File: config.mk
export PLATFORM = sky130hd
export DESIGN_NAME = pipeline_ctrl
export DESIGN_NICKNAME = d
export VERILOG_FILES = /design/src/rtl/pipeline_ctrl.sv
export SDC_FILE = /design/constraint.sdc
export NUM_CORES = 1
export LEC_CHECK = 0
export ABC_AREA = 0
export CAP_MARGIN = 10
export CORE_MARGIN = 8
export CORE_UTILIZATION = 46
export CTS_BUF_LIST = sky130_fd_sc_hd__clkbuf_8
export DETAILED_ROUTE_END_ITERATION = 8
export GPL_TIMING_DRIVEN = 1
export PLACE_DENSITY = 0.78
export SETUP_SLACK_MARGIN = 0.3
export SLEW_MARGIN = 20
export SYNTH_ARGS = -nofsm -noshare
export SYNTH_HDL_FRONTEND = slang
export SYNTH_SLANG_ARGS = --single-unit
File: constraint.sdc
create_clock -name clk_i -period 2.3 [get_ports clk_i]
set_input_delay 0.46 -clock clk_i [delete_from_list [all_inputs] [get_ports clk_i]]
set_output_delay 0.46 -clock clk_i [all_outputs]
set_load 0.01 [all_outputs]
File: src/rtl/pipeline_ctrl.sv
// pipeline_ctrl: stall/flush sequencer for a 5-stage RISC-V pipeline.
// It resolves load-use hazards, branches taken in ID and a fixed-latency
// multiply that occupies EX. It also keeps stall and flush counters.
module pipeline_ctrl #(
  parameter int MUL_LAT = 4,   // total EX cycles of a multiply, 1..16
  parameter int CNT_W   = 32   // performance counter width
) (
  input  logic             clk_i,
  input  logic             rst_i,
  input  logic             start_i,
  input  logic [4:0]       IFID_RS1addr_i,
  input  logic [4:0]       IFID_RS2addr_i,
  input  logic             IFID_useRS2_i,
  input  logic             IDEX_MemRead_i,
  input  logic [4:0]       IDEX_RDaddr_i,
  input  logic             IDEX_mul_i,
  input  logic             branch_taken_i,
  output logic             PCWrite_o,
  output logic             IFID_write_o,
  output logic             IFID_flush_o,
  output logic             IDEX_bubble_o,
  output logic             IDEX_hold_o,
  output logic             EXMEM_bubble_o,
  output logic [CNT_W-1:0] stall_cnt_o,
  output logic [CNT_W-1:0] flush_cnt_o
);

  typedef enum logic [1:0] {
    IDLE     = 2'd0,
    RUN      = 2'd1,
    MUL_WAIT = 2'd2
  } state_t;

  // The cycle that enters MUL_WAIT is already the first of MUL_LAT EX cycles.
  localparam logic [3:0] MCNT_INIT = 4'(MUL_LAT - 1);
  localparam bit         MUL_STALL = (MUL_LAT > 1);

  state_t     state, state_nxt;
  logic [3:0] mcnt, mcnt_nxt;
  logic       load_use;

  // A load in EX whose rd (x0 excluded) feeds a source that ID actually reads.
  function automatic logic load_use_hit(
    input logic       mem_read,
    input logic [4:0] rd,
    input logic [4:0] rs1,
    input logic [4:0] rs2,
    input logic       use_rs2
  );
    load_use_hit = mem_read && (rd != 5'd0) &&
                   ((rd == rs1) || (use_rs2 && (rd == rs2)));
  endfunction

  // Increment with natural wrap modulo 2^CNT_W.
  function automatic logic [CNT_W-1:0] cnt_inc(input logic [CNT_W-1:0] c);
    cnt_inc = c + CNT_W'(1);
  endfunction

  assign load_use = load_use_hit(IDEX_MemRead_i, IDEX_RDaddr_i,
                                 IFID_RS1addr_i, IFID_RS2addr_i, IFID_useRS2_i);

  // State register and multiply down-counter.
  always_ff @(posedge clk_i or negedge rst_i) begin
    if (!rst_i) begin
      state <= IDLE;
      mcnt  <= 4'd0;
    end else begin
      state <= state_nxt;
      mcnt  <= mcnt_nxt;
    end
  end

  // Next state and combinational pipeline controls.
  always_comb begin
    state_nxt      = state;
    mcnt_nxt       = mcnt;
    PCWrite_o      = 1'b1;
    IFID_write_o   = 1'b1;
    IFID_flush_o   = 1'b0;
    IDEX_bubble_o  = 1'b0;
    IDEX_hold_o    = 1'b0;
    EXMEM_bubble_o = 1'b0;

    case (state)
      IDLE: begin
        PCWrite_o      = 1'b0;
        IFID_write_o   = 1'b0;
        IDEX_bubble_o  = 1'b1;
        EXMEM_bubble_o = 1'b1;
        if (start_i) state_nxt = RUN;
      end

      RUN: begin
        if (IDEX_mul_i && MUL_STALL) begin
          PCWrite_o      = 1'b0;
          IFID_write_o   = 1'b0;
          IDEX_hold_o    = 1'b1;
          EXMEM_bubble_o = 1'b1;
          state_nxt      = MUL_WAIT;
          mcnt_nxt       = MCNT_INIT;
        end else if (load_use) begin
          PCWrite_o     = 1'b0;
          IFID_write_o  = 1'b0;
          IDEX_bubble_o = 1'b1;
        end else if (branch_taken_i) begin
          IFID_flush_o = 1'b1;
        end
      end

      MUL_WAIT: begin
        if (mcnt > 4'd1) begin
          // MUL still busy in EX: freeze the front end, ID is ignored.
          PCWrite_o      = 1'b0;
          IFID_write_o   = 1'b0;
          IDEX_hold_o    = 1'b1;
          EXMEM_bubble_o = 1'b1;
          mcnt_nxt       = mcnt - 4'd1;
        end else begin
          // Release cycle: MUL result moves on, ID gets normal hazard rules.
          if (load_use) begin
            PCWrite_o     = 1'b0;
            IFID_write_o  = 1'b0;
            IDEX_bubble_o = 1'b1;
          end else if (branch_taken_i) begin
            IFID_flush_o = 1'b1;
          end
          state_nxt = RUN;
          mcnt_nxt  = 4'd0;
        end
      end

      default: begin
        state_nxt = IDLE;
        mcnt_nxt  = 4'd0;
      end
    endcase

    // Dropping the run enable wins over everything, aborting any multiply.
    if (!start_i) begin
      state_nxt = IDLE;
      mcnt_nxt  = 4'd0;
    end
  end

  // Stall and flush performance counters; both hold while idle.
  always_ff @(posedge clk_i or negedge rst_i) begin
    if (!rst_i) begin
      stall_cnt_o <= '0;
      flush_cnt_o <= '0;
    end else begin
      if ((state != IDLE) && !PCWrite_o) stall_cnt_o <= cnt_inc(stall_cnt_o);
      if (IFID_flush_o) flush_cnt_o <= cnt_inc(flush_cnt_o);
    end
  end

endmodule

==> results.json <==
{
  "insertion_delay_ns": 0.35,
  "tns_ns": -0.0509,
  "post-synth-top-area-fraction": 0.476,
  "synthesis.area_mm2": 0.00368,
  "numCtsBuffers": 9,
  "drv_cap": 0,
  "worstSetupEndpointType": "output pin",
  "clk_pin_slew_ns": 0.09,
  "hp-class": "input pin to async pin",
  "wl_per_cell_um": 19.7,
  "die_x_um": 105,
  "critPathArrivalTime_ns": 1.86,
  "p_leak_nw": 2.85,
  "antenna_found_initial": 0,
  "critPathRequiredTime_ns": 1.84,
  "crit_chain": "inv_1 > ha_2 > or2_4 > a31o_4 > o21ai_4 > nand2b_1 > buf_2",
  "worst-path-buf-inv": 2,
  "status": "finished with violations",
  "grt_max_degree": 48,
  "cts_tree": "done",
  "setup_viol": 3,
  "ys_ff_latch": 70,
  "finalInstanceArea_mm2": 0.00645,
  "core_area_mm2": 0.00773,
  "synth_area_leaders": "dfrtp_1 48%, xor2_1 9.5%, xnor2_1 7.6%",
  "synth_area_per_cell_um2": 10.2,
  "r2r_start": "mcnt[0]",
  "cts_max_level": 3,
  "relSlewSlack": 0.600,
  "numPortBuffers": 91,
  "cp-start-kind": "register",
  "post-dp-hpwl_um": 7010,
  "cts-root-buf": "clkbuf_8",
  "drc_errors": 0,
  "post_dp_cell_area_mm2": 0.00507,
  "clock_path_buffers": 2,
  "drive_gt1_frac": 0.401,
  "violations": "setup timing",
  "wl_um": 12700,
  "async_flop_share": 1.00,
  "crit_fanout": 4,
  "cp_slowest_cell": "dfrtp_1",
  "area_growth_pct": 75.4,
  "timing.final.ws_setup_ns": -0.0223,
  "via_per_inst": 5.45,
  "path_class": "register to output pin",
  "timing.final.crit_period_ns": 2.32,
  "yosys_warnings": 0,
  "cts.sinks": 70,
  "final_common_cell": "clkdlybuf4s50_1",
  "clockPowerShare": 0.312,
  "ys_seq_area_frac": 0.476,
  "drt_first_pass_iters": 4,
  "reg2reg_slack_ns": -0.01,
  "comb_power_share": 0.316,
  "max_stage_delay_ns": 0.40,
  "synth_cell_type_count": 45,
  "drt-initial-drc-count": 111,
  "rsz0062_at_grt": "yes",
  "worst_pin_slew_ns": 0.600,
  "internal_power_w": 0.00271,
  "yosys.area.top_type": "dfrtp_1",
  "rr_worst_depth": 12,
  "swShare": 0.317,
  "ir_drop_mv": 0.491,
  "dp_slack_ns": -0.624,
  "grt_remaining_overflow": 0,
  "pin_count": 92,
  "rows": 32,
  "max_freq_mhz": 431,
  "reg2reg_to": "stall_cnt_o[20]",
  "ys.flop_type": "dfrtp_1",
  "fin_crit_sh": 1.01,
  "ant_nets": 0,
  "routed-via-count": 3503,
  "die_area_mm2": 0.0111,
  "finalNetCount": 567,
  "place_congestion": 0.806,
  "grt_pass1_wl_um": 17600,
  "n_antenna_cell": 0,
  "synth-edff-count": 0,
  "start_util": 0.476,
  "powerDensity_mw_per_mm2": 616,
  "fp.dieH_um": 105,
  "switchingPower_w": 0.00126,
  "seq_power_share": 0.372,
  "crit_start": "mcnt[0]",
  "syn-num-nets": 391,
  "drv_slew": 0,
  "final_hold_viol_count": 0,
  "fin_skew_ns": 0.0115,
  "cpLargestDelayFamily": "flip-flops",
  "grt_pass1_vias": 3608,
  "syn_inst": 360,
  "mostFrequentLayoutCells": "68 x clkdlybuf4s50_1, 62 x dfrtp_1, 56 x buf_4",
  "grtUsageTotal": 0.192,
  "ctsHoldBuffers": 0
}
[worst reg2reg max path: stages, from the launching register on]
cell and delay (ns):
dfrtp_1 0.40, inv_1 0.06, ha_2 0.17, or2_4 0.27, a31o_4 0.25, buf_4 0.14, buf_6 0.11, buf_6 0.12
nor2_4 0.10, a21oi_4 0.07, buf_12 0.16, or2b_1 0.24, xnor2_1 0.12
[state kept, by name, indices dropped and copies added, names as in the netlist]
register	flops
flush_cnt_o	32
stall_cnt_o	32
mcnt	4
state	2
[metal layers]
metal / vias up / global-route usage / part of all wire
met5: - / 0 / 0
met1: 1774 / 0.228 / 0.41
met3: 16 / 0.0621 / 0.056
met2: 109 / 0.321 / 0.52
li1: 1604 / - / -
met4: 0 / 0.0642 / 0.018
[final cells by class]
class	count	area, µm²
clock inverters	7	121
clock buffers	9	124
fillers	410	1280
multi-input cells	271	2620
well taps	102	128
flip-flops and latches	70	1760
inverters	11	41.3
repair buffers	173	1650
[cells in the mapped netlist (all sizes together), types with 2 or more instances]
cell / count
and4: 2
a21boi: 4
clkbuf: 3
xnor2: 32
a21oi: 9
nand2b: 4
o21ai: 8
ha: 9
mux2: 2
inv: 11
and2: 3
nor4: 7
and3: 12
nand4: 13
nand3: 26
nand2: 27
or4: 3
nor2: 23
buf: 5
nor3b: 3
o211ai: 2
nor2b: 4
xor2: 40
nor3: 28
dfrtp: 70
[stage by stage]
| step | hold slack (ns) | std cells | power, W | utilization |
|---|---|---|---|---|
| 3_3_place_gp | 0.458 | 581 | 0.00230 | 0.656 |
| 5_1_grt | 0.133 | 643 | 0.00413 | 0.835 |
| 2_1_floorplan | 0.164 | 360 | 0.00185 | - |
| 3_5_place_dp | 0.459 | 581 | 0.00232 | 0.656 |
| 6_report | 0.105 | 643 | 0.00397 | 0.835 |
| 4_1_cts | 0.119 | 615 | 0.00371 | 0.743 |
[worst max path at each step]
stage                        end  slack [ns]  depth (start not counted)
detailed placement  IFID_flush_o       -0.62                          6
floorplan              PCWrite_o        0.23                          7
finish              IFID_write_o       -0.02                          7
global route        IFID_write_o       -0.11                          7
global placement    IFID_flush_o       -0.58                          6
CTS                 IFID_write_o       0.002                          7
[power groups by stage]
stage	combinational, W	clock [W]	sequential, W
3_3_place_gp	0.000806	0	0.00149
2_1_floorplan	0.000334	0	0.00152
3_5_place_dp	0.000825	0	0.00150
5_1_grt	0.00133	0.00131	0.00149
6_report	0.00126	0.00124	0.00148
4_1_cts	0.00102	0.00125	0.00145
[cell families (layout without fill, tap and decap cells)]
family,Yosys count,in the layout,share of synthesized area
fa+ha+maj,9,9,0.0306
compound gates,29,29,0.0548
simple gates,159,159,0.237
flops,70,70,0.476
xor+xnor,72,72,0.171
buf+inv,19,200,0.0235
mux,2,2,0.00612
[timing repair]
item,in CTS,in global routing
endpoints found under the setup margin,67,61
cloned,3,1
gates resized for setup,116,108
setup buffers,15,27
pin swaps,47,44
Note: power is estimated with default switching activity, not from simulation.
